--- src/rtl/rtc_pkg.sv ---
// Shared definitions for the RTC periodic time-read sequencer:
// FSM states, RTC register map and bus idle levels.
package rtc_pkg;

    typedef enum logic [3:0] {
        S_IDLE,
        S_WAIT,
        S_A_SET,
        S_A_WR,
        S_A_HLD,
        S_GAP,
        S_R_RD,
        S_NEXT,
        S_DONE
    } state_t;

    localparam int N_REGS_DEF = 6;

    localparam logic [7:0] ADDR_SEG  = 8'h21;
    localparam logic [7:0] ADDR_MIN  = 8'h22;
    localparam logic [7:0] ADDR_HORA = 8'h23;
    localparam logic [7:0] ADDR_DIA  = 8'h24;
    localparam logic [7:0] ADDR_MES  = 8'h25;
    localparam logic [7:0] ADDR_ANIO = 8'h26;

    localparam logic STROBE_IDLE = 1'b1;

    // Time registers are contiguous starting at the seconds register.
    function automatic logic [7:0] reg_addr(input logic [2:0] idx);
        return ADDR_SEG + {5'd0, idx};
    endfunction

endpackage

--- src/rtl/rtc_phase_timer.sv ---
// Bus phase timer: counts 0..CLK_DIV-1 and flags the last cycle of each phase.
// Held at zero while cleared so every phase starts with a full CLK_DIV cycles.
module rtc_phase_timer #(
    parameter int CLK_DIV = 4
) (
    input  logic clk,
    input  logic reset,
    input  logic clear,
    output logic phase_end
);

    localparam int TW = (CLK_DIV > 1) ? $clog2(CLK_DIV) : 1;

    logic [TW-1:0] cnt;

    assign phase_end = (cnt == TW'(CLK_DIV - 1));

    always_ff @(posedge clk) begin
        if (reset || clear) begin
            cnt <= '0;
        end else if (phase_end) begin
            cnt <= '0;
        end else begin
            cnt <= cnt + TW'(1);
        end
    end

endmodule

--- src/rtl/rtc_lectura_seq.sv ---
// Periodic RTC time-read sequencer on the A/D-multiplexed bus; values are gathered
// in shadow registers and published atomically once a whole sweep has completed.
module rtc_lectura_seq
    import rtc_pkg::*;
#(
    parameter int CLK_DIV     = 4,
    parameter int POLL_CYCLES = 50000,
    parameter int N_REGS      = N_REGS_DEF
) (
    input  logic       clk,
    input  logic       reset,
    input  logic       en,
    input  logic       init_done,
    input  logic [7:0] data_in,
    output logic [7:0] ad_out,
    output logic       ad_oe,
    output logic       ADn,
    output logic       CSn,
    output logic       WRn,
    output logic       RDn,
    output logic [7:0] seg,
    output logic [7:0] min,
    output logic [7:0] hora,
    output logic [7:0] dia,
    output logic [7:0] mes,
    output logic [7:0] anio,
    output logic       valid,
    output logic       busy
);

    localparam int PW = (POLL_CYCLES > 1) ? $clog2(POLL_CYCLES + 1) : 1;

    state_t        state, state_n;
    logic          go, run, phase_end, last_reg;
    logic [PW-1:0] poll;
    logic [2:0]    idx;
    logic [7:0]    shadow [N_REGS];
    logic [7:0]    bank   [N_REGS];

    assign go       = en & init_done;
    assign last_reg = (idx == 3'(N_REGS - 1));
    assign run      = (state == S_A_SET) || (state == S_A_WR) || (state == S_A_HLD) ||
                      (state == S_GAP)   || (state == S_R_RD);

    rtc_phase_timer #(.CLK_DIV(CLK_DIV)) u_timer (
        .clk       (clk),
        .reset     (reset),
        .clear     (!run),
        .phase_end (phase_end)
    );

    always_ff @(posedge clk) begin
        if (reset) begin
            state <= S_IDLE;
        end else begin
            state <= state_n;
        end
    end

    always_comb begin
        state_n = state;
        ad_out  = '0;
        ad_oe   = 1'b0;
        ADn     = STROBE_IDLE;
        CSn     = STROBE_IDLE;
        WRn     = STROBE_IDLE;
        RDn     = STROBE_IDLE;
        busy    = 1'b0;
        case (state)
            S_IDLE: if (go) state_n = S_WAIT;
            S_WAIT: begin
                if (!go) state_n = S_IDLE;
                else if (poll == '0) state_n = S_A_SET;
            end
            S_A_SET, S_A_WR, S_A_HLD: begin
                busy   = 1'b1;
                CSn    = 1'b0;
                ADn    = 1'b0;
                ad_oe  = 1'b1;
                ad_out = reg_addr(idx);
                WRn    = (state == S_A_WR) ? 1'b0 : STROBE_IDLE;
                if (phase_end) begin
                    if (state == S_A_SET)     state_n = S_A_WR;
                    else if (state == S_A_WR) state_n = S_A_HLD;
                    else                      state_n = S_GAP;
                end
            end
            // Bus released for a full phase before the RTC may drive it.
            S_GAP: begin
                busy = 1'b1;
                if (phase_end) state_n = S_R_RD;
            end
            S_R_RD: begin
                busy = 1'b1;
                CSn  = 1'b0;
                RDn  = 1'b0;
                if (phase_end) state_n = go ? S_NEXT : S_IDLE;
            end
            S_NEXT: begin
                busy    = 1'b1;
                state_n = last_reg ? S_DONE : S_A_SET;
            end
            S_DONE: begin
                busy    = 1'b1;
                state_n = go ? S_WAIT : S_IDLE;
            end
            default: state_n = S_IDLE;
        endcase
    end

    always_ff @(posedge clk) begin
        if (reset) begin
            poll  <= '0;
            idx   <= '0;
            valid <= 1'b0;
            for (int i = 0; i < N_REGS; i++) bank[i] <= '0;
        end else begin
            valid <= 1'b0;
            case (state)
                S_IDLE: if (go) poll <= PW'(POLL_CYCLES - 1);
                S_WAIT: begin
                    if (!go) poll <= '0;
                    else if (poll != '0) poll <= poll - PW'(1);
                end
                S_R_RD: begin
                    if (phase_end) begin
                        shadow[idx] <= data_in;
                        if (!go) idx <= '0;
                    end
                end
                S_NEXT: if (!last_reg) idx <= idx + 3'd1;
                S_DONE: begin
                    for (int i = 0; i < N_REGS; i++) bank[i] <= shadow[i];
                    valid <= 1'b1;
                    idx   <= '0;
                    if (go) poll <= PW'(POLL_CYCLES - 1);
                end
                default: ;
            endcase
        end
    end

    assign seg  = bank[0];
    assign min  = bank[1];
    assign hora = bank[2];
    assign dia  = bank[3];
    assign mes  = bank[4];
    assign anio = bank[5];

endmodule

--- config.mk ---
export PLATFORM = sky130hd
export DESIGN_NAME = rtc_lectura_seq
export DESIGN_NICKNAME = d
export VERILOG_FILES = /design/src/rtl/rtc_pkg.sv /design/src/rtl/rtc_phase_timer.sv /design/src/rtl/rtc_lectura_seq.sv
export SDC_FILE = /design/constraint.sdc
export NUM_CORES = 1
export LEC_CHECK = 0
export ABC_AREA = 0
export BUFFER_PORTS_ARGS = -buffer_cell sky130_fd_sc_hd__clkbuf_2
export CAP_MARGIN = 10
export CORE_ASPECT_RATIO = 1.5
export CORE_UTILIZATION = 40
export CTS_CLUSTER_DIAMETER = 120
export DETAILED_ROUTE_END_ITERATION = 8
export HOLD_SLACK_MARGIN = 0.03
export PLACE_DENSITY = 0.58
export SLEW_MARGIN = 30
export SYNTH_ARGS = -nofsm -noshare
export SYNTH_HDL_FRONTEND = slang
export SYNTH_HIERARCHICAL = 1
export SYNTH_SLANG_ARGS = --single-unit
--- constraint.sdc ---
create_clock -name clk -period 4.15 [get_ports clk]
set_input_delay 0.415 -clock clk [delete_from_list [all_inputs] [get_ports clk]]
set_output_delay 0.415 -clock clk [all_outputs]
set_load 0.1 [all_outputs]
### Word level (Yosys, flattened, before mapping)

Memory sizes are Yosys's and may differ from the RTL's.
Index checks and enable logic that the tools add are counted.
W data, S select, Z words.

* word-level logic and storage cells: 99
* memory bits (writable): 96
* output and inout port bits: 63
* input port bits: 12
* register bits: 26
* memories: 2

Memory list
* bank: depth 6, bits a word 8, rd ports 6, clocked after Yosys merged registers in 0, write ports 6, RTL line rtc_lectura_seq.sv:38 `logic [7:0] bank [N_REGS];`
* shadow: depth 6, bits a word 8, rd ports 6, clocked after Yosys merged registers in 0, write ports 1, RTL line rtc_lectura_seq.sv:37 `logic [7:0] shadow [N_REGS];`

* equal/unequal tests: 19
* bitwise gates (word level): 7
* $add $sub $neg: 4
* reductions and logical operators: 19
* muxes and demuxes: 43

Operator list (number)
* $mux W16: 3
* $mux W8: 6
* $pmux W16 S2: 1
* $mux W4: 7
* $pmux W4 S7: 1
* $mux W1: 18
* $eq A4 B3 Y1 const B: 4
* $logic_not A16 Y1: 1
* $reduce_bool A16 Y1: 1
* $sub A16 B1 Y16 const B: 1
* $mux W3: 5
* $ne A2 B2 Y1 const B: 6
* $pmux W3 S3: 1
* $eq A4 B2 Y1 const B: 2
* $add A6 B3 Y7 const A: 1
* $mux W7: 1
* $reduce_or A7 Y1: 1
* $ne A3 B3 Y1 const B: 2
* $or A1 B1 Y1: 6
* $logic_or A1 B1 Y1: 5
* $reduce_and A5 Y1: 1
* $eq A4 B1 Y1 const B: 1
* $eq A4 B4 Y1 const B: 1
* $logic_not A4 Y1: 1
* 14 further kinds: 15

### Depth between registers and ports, before layout

* word-level depth: 8
* mapped depth: 8
* depth with buffers taken out: 7

### Cells and area by module

Netlist, hierarchy kept.

Modules (own cells, without submodules)
* rtc_lectura_seq: times used 1, area an instance 4804.6 um^2, cells an instance 368
* rtc_phase_timer: times used 1, area an instance 80.1 um^2, cells an instance 5

### Worst setup path after synthesis

Ideal clock, no wire load.

* kind: flip-flop to output port
* from: register state[1]
* to: output port CSn
* buffers on the path: 2
* slack: -0.228 ns
* data arrival time: 3.963 ns
* cell stages (with the launch flop): 7
* required time: 3.735 ns
* path through: dfxtp_1 -> clkbuf_1 -> clkbuf_1 -> mux2i_1 -> nand2b_1 -> inv_1 -> nor2_1

* cells in the longest elaborated chain, start to end: 3
* elaborated cells between the ends (all ways): 6

RTL lines
* from (decl): RTL line rtc_lectura_seq.sv:33 `state_t state, state_n;`
* from (signal assigned): RTL line rtc_lectura_seq.sv:56 `state <= state_n;`
* $eq A4 B3 Y1 / $eq A4 B2 Y1 (equally long branches): RTL line rtc_lectura_seq.sv:69 `case (state)`
* $reduce_or A4 Y1 (no source line) *
* $mux W1 *: RTL line rtc_lectura_seq.sv:69
* to (decl): RTL line rtc_lectura_seq.sv:18 `output logic CSn,`

Every way passes the cells marked *; elsewhere a longest branch is shown, timed or not.

### Worst setup path in the final report

* from: register state[0]
* to: output port busy

* cells in the longest elaborated chain, start to end: 3
* elaborated cells between the ends (all ways): 9

RTL lines
* $eq A4 B3 Y1, or another cell as far along: RTL line rtc_lectura_seq.sv:69
* $reduce_or A7 Y1 (no source line) *
* $mux W1 *: RTL line rtc_lectura_seq.sv:69
* to (decl): RTL line rtc_lectura_seq.sv:28 `output logic busy`

Marks and branches as above.

==> results.toml <==
[status]
outcome = "complete, no violations"

[floorplan]
core.rowCount = 49
die_x_um = 92.23
start_util_pct = 40.86
fp.dieH_um = 137.3
io_pins = 75
core_um2 = 11960
die_area_um2 = 12670

[critical_path]
reg2reg_slack_ns = 1.45
critPathCaptureType = "primary output"
crit_type = "reg -> out"
critPathLaunch = "state[0]"
cp.required_ns = 3.73
critPathLaunchType = "register"
crit_path_max_fanout = 18
cp_slowest_cell = "nor3_2"
reg2reg_depth = 6
slowest_delay_ns = 0.53
arrival_ns = 2.35
worst_r2r_endpoint = "shadow[2][6]"
critPathCapture = "busy"
cp_cell_sequence = "nor3_2, nand2_1, o21ai_0, clkbuf_2"
r2r_start = "state[2]"

[clocking]
postCtsHoldBufs = 0
cts_inserted_buffers = 17
root_buffer = "clkbuf_16"
clockBufferDepth = 2
cts_max_level = 4
clkSlewWorstSetupHoldPaths_ns = 0.06
post_cts_resized = 0
post_cts.repair.setup_buffers = 0
cts_tree = "done"
cts_sinks = 122
clock_latency_ns = 0.40

[route]
drt-total-wl_um = 8953
drtPass1Iterations = 4
final_antenna_net_count = 0
routedWlPerCell_um = 14.58
routed_via_density = 4.922
vias = 3022
drc = 0
drt_iter0_markers = 80

[grt]
grt_pass1_vias = 2851
antenna_found_initial = 0
grt_max_degree = 50
grtUsageTotal_pct = 15.26
grt_overflow = 0
grt_first_pass_wirelength_um = 14540

[pwr]
leakagePower_uw = 0.002228
power.density_nw_per_um2 = 648.2
ir_worst_vdd_mv = 0.3453
design_power_total_uw = 3848

[sta]
clock.fmax_ghz = 0.3613
worst_pin_slew_ns = 0.8264
timing_hold_violations_final = 0
post-route-period-util_pct = 66.70
slew_headroom_pct = 44.70
fin_crit_ns = 2.768
fin_skew_ns = 0.007706
setup_violations = 0
rsz0062_at_grt = "false"
slew_violations = 0
fin_setup_tns_ns = 0

[place]
place_congestion = 0.8580
dp_hpwl_um = 6185
placed_area_um2 = 5381
port_buffers = 71

[synth]
syn_area_per_cell_um2 = 13.10
synth_xor_area_share_pct = 0.3586
synth_top_family_by_area = "simple AND/OR/NAND/NOR gates"
ys_seq_area_share_pct = 69.67
synth_edf_count = 96
async_flop_share_pct = 0
synth-seq-cells = 122
yosys.cell_types.count = 49
synth_compound_area_share_pct = 8.094
syn-cell-area_um2 = 4885
synth_fa_ha_area_share_pct = 1.025
yosysWarnings = 6
synthMuxAreaShare_pct = 0.6148
postSynthCellCount = 373
synth-main-ff-cell = "edfxtp_1"
synth_simple_gate_area_share_pct = 17.80

[finish]
fin_area_um2 = 5936
drive_gt1_share_pct = 24.73
fillerInstances = 1085
final_nets = 464
antennaDiodeCount = 0
synthToLayoutAreaGrowth_pct = 21.52

[min_path]
hold_path_depth = 1
hold_class = "in -> reg"

[job]
cap_violations = 0
## sequential cells by signal, indices dropped and copies added, names as in the netlist
name and cells:
bank 48, idx 3, poll 16, shadow 48
state 4, u_timer/cnt 2, valid 1
## metal layers
metal	vias up	wire length [µm]	part of all wire [%]	global-route usage [%]
met3	10	330	3.7	4.636
met5	-	0	0	0
li1	1518	-	-	-
met1	1430	3664	41	17.35
met2	64	4801	54	26.00
met4	0	157	1.8	7.639
## layout by cell type (no fill, tap or decap), types with 3 or more instances in the layout
cell	instances
a211oi_1	3
a21oi_1	24
and2_1	50
and3_1	4
buf_4	3
clkbuf_16	17
clkbuf_2	71
clkinv_2	3
clkinv_4	5
conb_1	3
dfxtp_1	26
edfxtp_1	96
ha_1	4
inv_1	6
mux2i_1	3
nand2_1	12
nand2b_1	7
nand3_1	7
nor2_1	23
nor3_1	9
nor4_1	5
o21a_1	3
o21ai_0	26
or3_1	6
or4_1	5
## critical path: cells and delay by family, from the launching register on
family          cells  cell delay (ns)
compound gates      1             0.16
flops               1             0.47
buf+inv             1             0.50
simple gates        2             0.82
## kinds of logic after synthesis
logic type,after synthesis
simple gates,147
flops,122
compound gates,68
buf+inv,26
fa+ha+maj,4
mux,3
xor+xnor,2
other cells,1
## metrics by stage
stage,cells,worst slack [ns],util [%],hold slack (ns)
global route,614,1.166,49.65,0.2745
finish,614,1.382,49.65,0.2723
global placement,582,1.520,44.97,0.4184
floorplan,375,0.2305,-,0.4092
CTS,614,1.367,49.65,0.2693
detailed placement,582,1.451,45.01,0.4353
## power breakdown
part / internal [µW] / switching (µW) / leakage (µW) / total (µW)
registers: 1400 / 105 / 0.00114 / 1510
logic: 270 / 730 / 0.000821 / 1000
clock network: 824 / 518 / 0.000268 / 1340
total: 2490 / 1350 / 0.00223 / 3850
## synthesized netlist by cell type, types with 2 or more instances
master,n,area share (%)
o21ai_0,26,2.7
mux2i_1,3,0.61
clkbuf_1,14,1.1
nand3_1,7,0.72
nor2b_1,2,0.26
nor3b_1,2,0.31
buf_2,2,0.20
inv_1,6,0.46
nand2b_1,8,1.0
edfxtp_1,96,59
o21a_1,3,0.46
or4_1,5,0.77
and3_1,4,0.51
dfxtp_1,26,11
o31a_1,2,0.36
nand2_1,12,0.92
or3_1,6,0.77
a21oi_1,24,2.5
nor2_1,25,1.9
a211oi_1,3,0.46
and2_1,50,6.4
ha_1,4,1.0
xnor2_1,2,0.36
buf_4,4,0.61
nor4_1,5,0.64
nor3_1,9,0.92
## how the worst min path moves through the flow
stage,from,to,slack [ns]
floorplan,u_timer/cnt[0],u_timer/cnt[0],0.41
global placement,u_timer/cnt[0],u_timer/cnt[0],0.42
detailed placement,u_timer/cnt[0],u_timer/cnt[0],0.44
CTS,data_in[1],shadow[1][1],0.27
global route,data_in[1],shadow[1][1],0.27
finish,data_in[1],shadow[0][1],0.27
## final cells by class
class	count	area, µm²	share of cell area, %
clock buffers	18	429.2	7.230
clock inverters	14	125.1	2.108
inverters	6	22.52	0.3794
multi-input cells	227	1386	23.36
flip-flops and latches	122	3403	57.34
well taps	153	191.4	3.225
repair buffers	74	377.9	6.366
Power figures use the tool's default switching activity.
